[src/rtl/uart_pkg.sv]
// Shared types and constants for the memory-mapped UART transmitter.
// The optional FIFO build is selected with MMIO_UART_TX_FIFO_EN (see mmio_uart_tx).
package uart_pkg;

    typedef enum logic [1:0] {
        IDLE  = 2'd0,
        START = 2'd1,
        DATA  = 2'd2,
        STOP  = 2'd3
    } tx_state_e;

    // Bit positions inside the status word
    localparam int STAT_FULL  = 0;
    localparam int STAT_EMPTY = 1;
    localparam int STAT_IDLE  = 2;
    localparam int STAT_OVF   = 3;

    localparam logic [7:0] DEF_TX_ADDR     = 8'hF0;
    localparam logic [7:0] DEF_STATUS_ADDR = 8'hF1;

endpackage

[src/rtl/mmio_uart_tx_sync_fifo.sv]
// Small synchronous FIFO with pointer-MSB full/empty detection and a
// combinational head. Pushes into a full FIFO and pops from an empty one are ignored.
module sync_fifo #(
    parameter int WIDTH = 8,
    parameter int DEPTH = 8
) (
    input  logic             clk,
    input  logic             rst,
    input  logic             push,
    input  logic             pop,
    input  logic [WIDTH-1:0] din,
    output logic             full,
    output logic             empty,
    output logic [WIDTH-1:0] head
);

    localparam int AW = $clog2(DEPTH);

    logic [AW:0]      wr_ptr_q, wr_ptr_d;
    logic [AW:0]      rd_ptr_q, rd_ptr_d;
    logic [WIDTH-1:0] mem_q [DEPTH];
    logic             push_ok;
    logic             pop_ok;

    assign full  = (wr_ptr_q[AW-1:0] == rd_ptr_q[AW-1:0]) && (wr_ptr_q[AW] != rd_ptr_q[AW]);
    assign empty = (wr_ptr_q == rd_ptr_q);
    assign head  = mem_q[rd_ptr_q[AW-1:0]];

    // Fullness is judged before any same-edge pop
    assign push_ok = push && !full;
    assign pop_ok  = pop && !empty;

    always_comb begin
        wr_ptr_d = wr_ptr_q + {{AW{1'b0}}, push_ok};
        rd_ptr_d = rd_ptr_q + {{AW{1'b0}}, pop_ok};
    end

    always_ff @(posedge clk) begin
        if (rst) begin
            wr_ptr_q <= '0;
            rd_ptr_q <= '0;
        end else begin
            wr_ptr_q <= wr_ptr_d;
            rd_ptr_q <= rd_ptr_d;
        end
    end

    always_ff @(posedge clk) begin
        if (push_ok) begin
            mem_q[wr_ptr_q[AW-1:0]] <= din;
        end
    end

endmodule

[src/rtl/mmio_uart_tx.sv]
// Store-snooping 8N1 UART transmitter with a polled status word.
// Define MMIO_UART_TX_FIFO_EN for a FIFO_DEPTH-entry queue; otherwise a single holding register.
module mmio_uart_tx
    import uart_pkg::*;
#(
    parameter int         CLKS_PER_BIT = 104,
    parameter int         FIFO_DEPTH   = 8,
    parameter logic [7:0] TX_ADDR      = DEF_TX_ADDR,
    parameter logic [7:0] STATUS_ADDR  = DEF_STATUS_ADDR
) (
    input  logic        clk,
    input  logic        rst,
    input  logic        clk_enable,
    input  logic [7:0]  write_address,
    input  logic [31:0] write_data,
    input  logic        write_enable,
    output logic [31:0] status_data,
    output logic        uart_tx
);

    localparam int CNT_W = (CLKS_PER_BIT > 1) ? $clog2(CLKS_PER_BIT) : 1;
    localparam logic [CNT_W-1:0] BAUD_RELOAD = CNT_W'(CLKS_PER_BIT - 1);

    localparam logic [1:0] S_IDLE  = IDLE;
    localparam logic [1:0] S_START = START;
    localparam logic [1:0] S_DATA  = DATA;
    localparam logic [1:0] S_STOP  = STOP;

    logic             push_req;
    logic             ovf_clr;
    logic             fifo_full;
    logic             fifo_empty;
    logic             fifo_pop;
    logic [7:0]       fifo_head;

    logic [1:0]       state_q, state_d;
    logic [CNT_W-1:0] baud_q, baud_d;
    logic [7:0]       shift_q, shift_d;
    logic [2:0]       bit_idx_q, bit_idx_d;
    logic             uart_tx_q, uart_tx_d;
    logic             overflow_q, overflow_d;
    logic             tx_idle;
    logic             unused_wdata;

    assign push_req     = clk_enable && write_enable && (write_address == TX_ADDR);
    assign ovf_clr      = clk_enable && write_enable && (write_address == STATUS_ADDR) && write_data[3];
    assign unused_wdata = ^write_data[31:8];

`ifdef MMIO_UART_TX_FIFO_EN
    sync_fifo #(
        .WIDTH (8),
        .DEPTH (FIFO_DEPTH)
    ) u_fifo (
        .clk   (clk),
        .rst   (rst),
        .push  (push_req),
        .pop   (fifo_pop),
        .din   (write_data[7:0]),
        .full  (fifo_full),
        .empty (fifo_empty),
        .head  (fifo_head)
    );
`else
    logic       hold_valid_q, hold_valid_d;
    logic [7:0] hold_data_q, hold_data_d;
    logic       unused_depth;

    assign unused_depth = (FIFO_DEPTH < 2);

    // A pop only happens while valid, so it never races an accepted push
    always_comb begin
        hold_valid_d = hold_valid_q;
        hold_data_d  = hold_data_q;
        if (fifo_pop) begin
            hold_valid_d = 1'b0;
        end
        if (push_req && !hold_valid_q) begin
            hold_valid_d = 1'b1;
            hold_data_d  = write_data[7:0];
        end
    end

    always_ff @(posedge clk) begin
        if (rst) begin
            hold_valid_q <= 1'b0;
            hold_data_q  <= 8'h00;
        end else begin
            hold_valid_q <= hold_valid_d;
            hold_data_q  <= hold_data_d;
        end
    end

    assign fifo_full  = hold_valid_q;
    assign fifo_empty = !hold_valid_q;
    assign fifo_head  = hold_data_q;
`endif

    always_comb begin
        state_d   = state_q;
        baud_d    = baud_q;
        shift_d   = shift_q;
        bit_idx_d = bit_idx_q;
        fifo_pop  = 1'b0;
        case (state_q)
            S_IDLE: begin
                if (!fifo_empty) begin
                    fifo_pop = 1'b1;
                    shift_d  = fifo_head;
                    baud_d   = BAUD_RELOAD;
                    state_d  = S_START;
                end
            end
            S_START: begin
                if (baud_q == '0) begin
                    baud_d    = BAUD_RELOAD;
                    bit_idx_d = 3'd0;
                    state_d   = S_DATA;
                end else begin
                    baud_d = baud_q - 1'b1;
                end
            end
            S_DATA: begin
                if (baud_q == '0) begin
                    baud_d = BAUD_RELOAD;
                    if (bit_idx_q == 3'd7) begin
                        state_d = S_STOP;
                    end else begin
                        bit_idx_d = bit_idx_q + 1'b1;
                        shift_d   = {1'b0, shift_q[7:1]};
                    end
                end else begin
                    baud_d = baud_q - 1'b1;
                end
            end
            S_STOP: begin
                // Chain straight into the next start bit when more data waits
                if (baud_q == '0) begin
                    if (!fifo_empty) begin
                        fifo_pop = 1'b1;
                        shift_d  = fifo_head;
                        baud_d   = BAUD_RELOAD;
                        state_d  = S_START;
                    end else begin
                        state_d = S_IDLE;
                    end
                end else begin
                    baud_d = baud_q - 1'b1;
                end
            end
            default: state_d = S_IDLE;
        endcase
    end

    // The line follows the current state one edge later
    always_comb begin
        case (state_q)
            S_START: uart_tx_d = 1'b0;
            S_DATA:  uart_tx_d = shift_q[0];
            default: uart_tx_d = 1'b1;
        endcase
    end

    always_comb begin
        overflow_d = overflow_q;
        if (push_req && fifo_full) begin
            overflow_d = 1'b1;
        end
        if (ovf_clr) begin
            overflow_d = 1'b0;
        end
    end

    always_ff @(posedge clk) begin
        if (rst) begin
            state_q    <= S_IDLE;
            baud_q     <= '0;
            shift_q    <= 8'h00;
            bit_idx_q  <= 3'd0;
            uart_tx_q  <= 1'b1;
            overflow_q <= 1'b0;
        end else begin
            state_q    <= state_d;
            baud_q     <= baud_d;
            shift_q    <= shift_d;
            bit_idx_q  <= bit_idx_d;
            uart_tx_q  <= uart_tx_d;
            overflow_q <= overflow_d;
        end
    end

    assign tx_idle = (state_q == S_IDLE) && fifo_empty;
    assign uart_tx = uart_tx_q;

    always_comb begin
        status_data             = 32'h0;
        status_data[STAT_FULL]  = fifo_full;
        status_data[STAT_EMPTY] = fifo_empty;
        status_data[STAT_IDLE]  = tx_idle;
        status_data[STAT_OVF]   = overflow_q;
    end

endmodule

[config.mk]
export PLATFORM = sky130hd
export DESIGN_NAME = mmio_uart_tx
export DESIGN_NICKNAME = d
export VERILOG_FILES = /design/src/rtl/uart_pkg.sv /design/src/rtl/mmio_uart_tx_sync_fifo.sv /design/src/rtl/mmio_uart_tx.sv
export SDC_FILE = /design/constraint.sdc
export NUM_CORES = 1
export LEC_CHECK = 0
export BUFFER_PORTS_ARGS = -buffer_cell sky130_fd_sc_hd__clkbuf_2
export CELL_PAD_IN_SITES_DETAIL_PLACEMENT = 0
export CELL_PAD_IN_SITES_GLOBAL_PLACEMENT = 1
export CORE_MARGIN = 4
export CORE_UTILIZATION = 36
export CTS_BUF_LIST = sky130_fd_sc_hd__clkbuf_8
export CTS_CLUSTER_SIZE = 24
export DETAILED_ROUTE_END_ITERATION = 7
export PLACE_DENSITY = 0.9
export SYNTH_ARGS = -nofsm -noshare
export SYNTH_HDL_FRONTEND = slang
export SYNTH_SLANG_ARGS = --single-unit
[constraint.sdc]
create_clock -name clk -period 2.65 [get_ports clk]
set_input_delay 0.265 -clock clk [delete_from_list [all_inputs] [get_ports clk]]
set_output_delay 0.265 -clock clk [all_outputs]
set_load 0.005 [all_outputs]
* Yosys cells after proc, flatten, opt, wreduce, memory -nomap -nowiden
Index checks and enable logic that the tools add are counted.
** Storage, ports and cells
- ROM bits :: 0
- Memory bits (writable) :: 0
- Input bits :: 44
- Register bits after elaboration :: 31
- Memories :: 0
- Output and inout port bits :: 33
- Bits in latches :: 0
- Logic and storage cells :: 66
** Operators by class
- Div/mod/pow operators :: 0
- $lt $le $gt $ge :: 0
- Add/subtract/negate cells :: 2
- Bitwise gates (word level) :: 0
- Reductions and logical operators :: 18
- Shift-type cells :: 0
- Muxes and demuxes :: 26
- Multiply operators :: 0
- Eq/ne operators :: 12
** Operator list (count)
- $mux 8 :: 4
- $pmux 8 s3 :: 1
- $mux 7 :: 3
- $pmux 7 s3 :: 1
- $eq 8x8->1 const B :: 2
- $ne 2x2->1 const B :: 6
- $mux 2 :: 5
- $mux 3 :: 3
- $pmux 2 s4 :: 1
- $reduce_and 4->1 :: 2
- $logic_and 1x1->1 :: 7
- $logic_not 7->1 :: 1
- $sub 7x1->7 const B :: 1
- $pmux 3 s2 :: 1
- $mux 1 :: 5
- $reduce_and 5->1 :: 1
- $eq 2x2->1 const B :: 2
- $pmux 1 s2 :: 2
- $reduce_bool 2->1 :: 2
- $reduce_or 2->1 :: 2
- $add 3x1->3 const B :: 1
- $eq 3x3->1 const B :: 1
- $reduce_bool 3->1 :: 1
- $eq 2x1->1 const B :: 1
- 2 further kinds :: 2

* Logic depth before layout (Yosys ltp)
Gate-level depths: netlist of run 1.
- Depth in word-level cells :: 5
- Gate-level depth with buffers :: 7
- Depth with buffers taken out :: 6

* Worst setup path before layout of run 1
OpenSTA, ideal clock, no wires.
- Kind :: register -> register
- Start :: register baud_q[0]
- End :: register baud_q[4]
- Clock period less this slack :: 1845 ps
- Stages on the path, launching flop included :: 7
- Slack :: 805 ps
- Library setup time :: 74 ps
- Path buffers :: 0
- Required time :: 2576 ps
- Arrival time :: 1771 ps
- Cell sequence :: dfxtp_1 > inv_1 > ha_1 > nor2b_1 > a21oi_1 > or4b_2 > a31oi_1
** On the way
- Longest elaborated chain between the ends :: 3
- Elaborated cells between the ends (all ways) :: 5
- Those cells by class :: add/sub: 1; mux: 3; reduce/logical: 1
** Ends and longest elaborated chain
- from (decl) :: line mmio_uart_tx.sv:37 : logic [CNT_W-1:0] baud_q, baud_d;
- from (signal assigned) :: line mmio_uart_tx.sv:183 : baud_q <= baud_d;
- $sub 7x1->7 / $logic_not 7->1 (equally long branches)
- $mux 7, on equally long branches :: line mmio_uart_tx.sv:137, mmio_uart_tx.sv:114, mmio_uart_tx.sv:123
- $pmux 7 s3 * :: line mmio_uart_tx.sv:104 : case (state_q)
Mark *: on every way between the ends. The rest lies on a longest branch, timed or not.
A chain may end at the register's enable or synchronous reset.

* Worst setup path in the final report of run 1
Same ends and word-level chain as after synthesis.

==> load_flow_metrics.sql, run 1 <==
INSERT INTO impl_metrics (metric_group, metric, value, unit) VALUES
('outcome', 'run_status', 'completed', ''),
('timing', 'setup_tns', '0', 'ns'),
('floorplan', 'floorplan.initialDensity', '37.29', '%'),
('power_and_ir_drop', 'max-vdd-ir-drop', '0.2264', 'mV'),
('timing', 'final_hold_viol_count', '0', ''),
('power_and_ir_drop', 'power.combinational.fraction', '22.2', '%'),
('worst_hold_path', 'min_from', 'write_data[6]', ''),
('logic_synthesis', 'yosys-top-cells-area', 'sky130_fd_sc_hd__dfxtp_1 (32%), sky130_fd_sc_hd__buf_4 (13%), sky130_fd_sc_hd__ha_1 (5.9%)', ''),
('worst_setup_path', 'timing.critical_path.arrival', '2.28', 'ns'),
('routing', 'vias', '1521', ''),
('worst_setup_path', 'setup.worst_path.end_class', 'flip-flop', ''),
('worst_hold_path', 'holdPathStages', '3', ''),
('logic_synthesis', 'synth_top_cell_area_share', '32.38', '%'),
('logic_synthesis', 'synth.top_cells.by_count', 'sky130_fd_sc_hd__buf_4 (32), sky130_fd_sc_hd__dfxtp_1 (31), sky130_fd_sc_hd__nor2_1 (21), sky130_fd_sc_hd__a21oi_1 (17), sky130_fd_sc_hd__inv_1 (17)', ''),
('logic_synthesis', 'part_of_the_yosys_area_used_for_sequential_elements', '32.38', '%'),
('final_layout', 'post_route_cells_drive_above_1_share', '21.86', '%'),
('routing', 'drt_pass1_iterations', '4', ''),
('floorplan', 'placeableCoreArea', '5140', 'sq um'),
('logic_synthesis', 'ys_dominant_reg_cell', 'sky130_fd_sc_hd__dfxtp_1', ''),
('grt', 'grt_pass1_vias', '1342', ''),
('timing', 'setup_viol', '0', ''),
('worst_setup_path', 'worstSetupPathType', 'flip-flop to flip-flop', ''),
('logic_synthesis', 'synth_top_cell_by_area', 'sky130_fd_sc_hd__dfxtp_1', ''),
('logic_synthesis', 'yosys.cell_types.count', '50', ''),
('routing', 'route.final.wire_length', '3522', 'microns'),
('logic_synthesis', 'synth_most_common_cell', 'sky130_fd_sc_hd__buf_4', ''),
('power_and_ir_drop', 'sw_frac_of_total', '29.22', '%'),
('power_and_ir_drop', 'internal_power', '818.8', 'uW'),
('power_and_ir_drop', 'leakage', '0.0008157', 'uW'),
('clock_tree', 'clk_transition_reported_paths', '0.07', 'ns'),
('floorplan', 'chipWidth', '80.97', 'microns'),
('clock_tree', 'clk_root_buffer_cell', 'sky130_fd_sc_hd__clkbuf_8', ''),
('routing', 'drcViolationCount', '0', ''),
('worst_setup_path', 'critical_path_peak_fanout', '7', ''),
('final_layout', 'syn2layout_area_growth', '8.225', '%'),
('clock_tree', 'cts_inserted_buffers', '5', ''),
('timing', 'period_share', '78.55', '%'),
('clock_tree', 'tritoncts', 'done', ''),
('power_and_ir_drop', 'pwr_density_cell', '557.7', 'nW/um^2'),
('worst_setup_path', 'r2r_start', 'baud_q[0]', ''),
('logic_synthesis', 'gate_count_of_the_mapped_netlist', '224', ''),
('clock_tree', 'post_cts_buffers', '0', ''),
('timing', 'timing_worst_slew_pin_value', '0.6030', 'ns'),
('routing', 'post_drt_via_cell_ratio', '4.798', ''),
('run', 'max_cap_violations', '0', ''),
('placed_design', 'dp_hpwl', '2640', 'microns'),
('grt', 'track_usage', '11.46', '%'),
('floorplan', 'die_height', '80.97', 'microns'),
('grt', 'grt.overflow.total', '0', ''),
('power_and_ir_drop', 'power', '1157', 'uW'),
('worst_hold_path', 'worstHoldPathType', 'primary input to flip-flop', ''),
('logic_synthesis', 'synth_area', '1917', 'sq um'),
('floorplan', 'top_level_ports', '77', ''),
('final_layout', 'n_antenna_cell', '0', ''),
('clock_tree', 'clock_tree.buffer_depth', '2', ''),
('worst_setup_path', 'max_stage_delay', '0.62', 'ns'),
('worst_setup_path', 'required', '2.85', 'ns'),
('worst_hold_path', 'timing.hold.worst_endpoint', 'fifo_head[6]', ''),
('final_layout', 'fin_nets', '299', ''),
('logic_synthesis', 'synth_enable_flop_cells', '0', ''),
('timing', 'grt_setup_unrepaired', 'no', ''),
('placed_design', 'gp_routability_congestion', '0.7764', ''),
('placed_design', 'placedInstanceArea', '1971', 'sq um'),
('floorplan', 'rows', '26', ''),
('grt', 'grt_pass1_wl', '5934', 'microns'),
('timing', 'fmax', '480.4', 'MHz'),
('worst_setup_path', 'reg2reg_depth', '6', ''),
('logic_synthesis', 'synth_warnings', '0', ''),
('logic_synthesis', 'mean_instance_size_in_the_synthesized_netlist', '8.557', 'sq um'),
('logic_synthesis', 'synth.ff_latch_count', '31', ''),
('final_layout', 'design_area', '2074', 'sq um');
## worst max path at each step
| stage | start | slack [ns] | endpoint | depth (start not counted) |
|---|---|---|---|---|
| finish | baud_q[0] | 0.57 | baud_q[4] | 6 |
| detailed placement | baud_q[0] | 0.60 | baud_q[4] | 6 |
| global placement | baud_q[0] | 0.60 | baud_q[4] | 6 |
| CTS | baud_q[0] | 0.57 | baud_q[4] | 6 |
| global route | baud_q[0] | 0.44 | baud_q[4] | 6 |
| floorplan | baud_q[0] | 0.80 | baud_q[4] | 6 |
## metal layers
| metal | wire length [microns] | up-vias | GRT usage (%) |
|---|---|---|---|
| li1 | - | 777 | - |
| met1 | 1680 | 685 | 14.69 |
| met2 | 1520 | 52 | 17.49 |
| met3 | 247 | 7 | 3.437 |
| met4 | 74 | 0 | 5.574 |
| met5 | 0 | - | 0 |
## state kept, by name (all words and copies together) (netlist names)
| signal | count |
|---|---|
| fifo_head | 8 |
| state_q | 2 |
| bit_idx_q | 3 |
| baud_q | 7 |
| overflow_q | 1 |
| shift_q | 8 |
| uart_tx | 1 |
| fifo_full | 1 |
## cell families (layout without fill, tap and decap cells)
kind of cell,after synthesis,count (layout),synth area share (%)
AOI/OAI and AO/OA,53,53,19.91
adders and majority gates,9,9,5.875
buffers and inverters,56,52,18.15
DFF,31,31,32.38
muxes,8,8,4.243
other,1,28,0.1956
and+or+nand+nor,66,66,19.26
## worst max-delay path: cells and delay by family, from the launching register on
family | cells | cell delay, ns
flops | 1 | 0.37
fa+ha+maj | 1 | 0.22
buf+inv | 1 | 0.08
simple gates | 2 | 0.83
compound gates | 2 | 0.49
## final cells by class
class / instances / area [sq um]
flip-flops and latches: 31 / 620.6
fillers: 557 / 3065
clock inverters: 1 / 7.507
repair buffers: 27 / 142.6
multi-input cells: 164 / 1056
clock buffers: 7 / 96.34
inverters: 17 / 63.81
well taps: 70 / 87.58
## cell usage in the layout, fill, tap and decap left out, types with 9 or more instances in the layout
cell and count:
sky130_fd_sc_hd__conb_1 28, sky130_fd_sc_hd__nor2_1 21, sky130_fd_sc_hd__a21oi_1 17, sky130_fd_sc_hd__inv_1 17, sky130_fd_sc_hd__clkbuf_2 24, sky130_fd_sc_hd__ha_1 9
sky130_fd_sc_hd__dfxtp_1 31
## power by group through the flow
| stage | Clock (uW) | Combinational [uW] | Sequential (uW) |
|---|---|---|---|
| 2_1_floorplan | 0 | 227 | 502 |
| 3_3_place_gp | 0 | 253 | 503 |
| 3_5_place_dp | 0 | 255 | 504 |
| 4_1_cts | 425 | 256 | 493 |
| 5_1_grt | 443 | 291 | 495 |
| 6_report | 407 | 257 | 493 |
## stage by stage
step | instances | utilization (%) | hold slack [ns] | worst slack, ns
final | 317 | 40.36 | 0.2177 | 0.5684
after global routing | 317 | 40.36 | 0.2128 | 0.4369
after detailed placement | 309 | 38.34 | 0.4645 | 0.5972
after global placement | 309 | 38.34 | 0.4622 | 0.6043
after CTS | 317 | 40.36 | 0.2057 | 0.5668
after floorplan | 251 | - | 0.3789 | 0.8047
Power figures use the tool's default switching activity.
==> run 2: changes to the inputs <==
clock period = 2.2 ns   (was 2.65 ns; I/O delays follow)
==> run 2 against run 1 <==
  * Fmax grew 4.8%
  * Sequential share of layout area shrank 0.21 points
  * First-iteration DRC count grew 31%
==> load_flow_metrics.sql, run 2 (synthesized netlist as in run 1, its figures left out) <==
INSERT INTO impl_metrics (metric_group, metric, value, unit) VALUES
('outcome', 'run_status', 'completed', ''),
('routing', 'post_drt_via_cell_ratio', '4.859', ''),
('worst_setup_path', 'timing.critical_path.arrival', '2.19', 'ns'),
('placed_design', 'dp_worst_setup_slack', '0.2345', 'ns'),
('final_layout', 'fin_nets', '301', ''),
('clock_tree', 'clock_tree.buffer_depth', '2', ''),
('worst_setup_path', 'worstSetupPathType', 'flip-flop to flip-flop', ''),
('routing', 'drt-initial-drc-count', '134', ''),
('placed_design', 'dp_hpwl', '2889', 'microns'),
('final_layout', 'n_antenna_cell', '0', ''),
('worst_setup_path', 'reg2reg_depth', '6', ''),
('grt', 'grt_start_max_net_pins', '19', ''),
('timing', 'setup_viol', '0', ''),
('floorplan', 'rows', '26', ''),
('power_and_ir_drop', 'leakage', '0.0008260', 'uW'),
('timing', 'timing.final.max_slew_violations', '0', ''),
('clock_tree', 'cts.htree.levels', '2', ''),
('grt', 'grt_pass1_vias', '1458', ''),
('worst_setup_path', 'critPathLaunch', 'baud_q[0]', ''),
('clock_tree', 'clk_root_buffer_cell', 'sky130_fd_sc_hd__clkbuf_8', ''),
('timing', 'period_share', '90.27', '%'),
('placed_design', 'gp_routability_congestion', '0.7952', ''),
('floorplan', 'die_height', '80.97', 'microns'),
('clock_tree', 'cts_inserted_buffers', '5', ''),
('worst_setup_path', 'required', '2.41', 'ns'),
('final_layout', 'syn2layout_area_growth', '9.008', '%'),
('worst_hold_path', 'worstHoldPathType', 'primary input to flip-flop', ''),
('final_layout', 'post_route_cells_drive_above_1_share', '22.49', '%'),
('clock_tree', 'clk_transition_reported_paths', '0.06', 'ns'),
('run', 'max_cap_violations', '0', ''),
('worst_setup_path', 'startpoint_type', 'flip-flop', ''),
('worst_setup_path', 'reg2reg_slack', '0.21', 'ns'),
('worst_setup_path', 'critPathCapture', 'baud_q[4]', ''),
('clock_tree', 'tritoncts', 'done', ''),
('routing', 'route.antenna.remaining_nets', '0', ''),
('timing', 'grt_setup_unrepaired', 'no', ''),
('floorplan', 'chipWidth', '80.97', 'microns'),
('routing', 'wire_per_inst', '11.92', 'microns'),
('grt', 'antenna_found_initial', '0', ''),
('timing', 'worst_clock_skew', '0.005951', 'ns'),
('floorplan', 'floorplan.initialDensity', '37.29', '%'),
('clock_tree', 'clock_sinks', '31', ''),
('placed_design', 'portBuffers', '24', ''),
('final_layout', 'mostFrequentLayoutCell', 'sky130_fd_sc_hd__dfxtp_1', ''),
('worst_setup_path', 'r2r_start', 'baud_q[0]', ''),
('timing', 'worst_slack', '0.2140', 'ns'),
('timing', 'fmax', '503.5', 'MHz'),
('grt', 'grt.overflow.total', '0', ''),
('worst_setup_path', 'critical_path_peak_fanout', '7', ''),
('clock_tree', 'cts_hold_buffers', '0', ''),
('floorplan', 'dieArea', '6556', 'sq um'),
('grt', 'track_usage', '12.29', '%'),
('power_and_ir_drop', 'pwr_density_cell', '671.0', 'nW/um^2'),
('floorplan', 'placeableCoreArea', '5140', 'sq um'),
('clock_tree', 'post_cts_buffers', '0', ''),
('timing', 'final_hold_viol_count', '0', ''),
('grt', 'grt_pass1_wl', '6348', 'microns'),
('placed_design', 'dp.cells', '311', ''),
('routing', 'vias', '1550', ''),
('worst_setup_path', 'timing.rr.end', 'baud_q[4]', ''),
('final_layout', 'mostFrequentLayoutCells', 'sky130_fd_sc_hd__dfxtp_1 (31), sky130_fd_sc_hd__conb_1 (28), sky130_fd_sc_hd__clkbuf_2 (24)', ''),
('routing', 'route.final.wire_length', '3804', 'microns'),
('worst_setup_path', 'setup.worst_path.end_class', 'flip-flop', ''),
('final_layout', 'stdcell_count', '319', ''),
('timing', 'setup_tns', '0', 'ns'),
('routing', 'drcViolationCount', '0', ''),
('clock_tree', 'cts-resized-gates', '0', ''),
('floorplan', 'top_level_ports', '77', ''),
('clock_tree', 'clk-insertion-delay-late', '0.28', 'ns'),
('routing', 'drt_pass1_iterations', '4', ''),
('power_and_ir_drop', 'max-vdd-ir-drop', '0.2518', 'mV'),
('timing', 'fin_crit', '1.986', 'ns');
-- run 2: cell count changes in the layout (fill, tap and decap cells not counted) --
cell and change:
sky130_fd_sc_hd__buf_4 +2
-- run 2: per-stage QoR --
step           util (%)  area [sq um]  hold WS [ns]  total power (uW)
2_1_floorplan         -          2018        0.3339             877.4
3_3_place_gp      38.63          1986        0.4552             912.2
3_5_place_dp      38.63          1986        0.4638             919.1
4_1_cts           40.65          2090        0.1665              1422
5_1_grt           40.65          2090        0.1690              1487
6_report          40.65          2090        0.1718              1402
-- run 2: worst min-delay path by stage --
stage,start,cells after the start,to,slack (ns)
3_5_place_dp,write_data[7],3,fifo_head[7],0.46
6_report,write_address[0],2,overflow_q,0.17
2_1_floorplan,write_address[0],1,overflow_q,0.33
5_1_grt,write_address[0],2,overflow_q,0.17
3_3_place_gp,write_address[0],2,overflow_q,0.46
4_1_cts,write_address[0],2,overflow_q,0.17
-- run 2: critical path, stage by stage, from the launching register on --
cell	delay (ns)
sky130_fd_sc_hd__dfxtp_1	0.38
sky130_fd_sc_hd__inv_1	0.08
sky130_fd_sc_hd__ha_1	0.22
sky130_fd_sc_hd__nor2b_1	0.21
sky130_fd_sc_hd__a21oi_1	0.25
sky130_fd_sc_hd__or4b_2	0.60
sky130_fd_sc_hd__a31oi_1	0.17
-- run 2: final cells by class --
| cell class | instances | area [sq um] |
|---|---|---|
| clock buffers | 7 | 96.34 |
| clock inverters | 1 | 7.507 |
| fillers | 568 | 3050 |
| inverters | 17 | 63.81 |
| multi-input cells | 164 | 1056 |
| flip-flops and latches | 31 | 620.6 |
| well taps | 70 | 87.58 |
| repair buffers | 29 | 157.7 |
-- run 2: per-layer routing --
| metal | global-route usage (%) | share of wire, % |
|---|---|---|
| met5 | 0 | 0 |
| met2 | 19.21 | 45 |
| met1 | 15.25 | 45 |
| met4 | 5.912 | 1.6 |
| met3 | 3.880 | 7.9 |
-- run 2: power breakdown --
group	switching [uW]	internal, uW	total [uW]
Combinational	192	123	314
Clock	210	284	494
Sequential	13.0	581	594
Total	414	988	1400
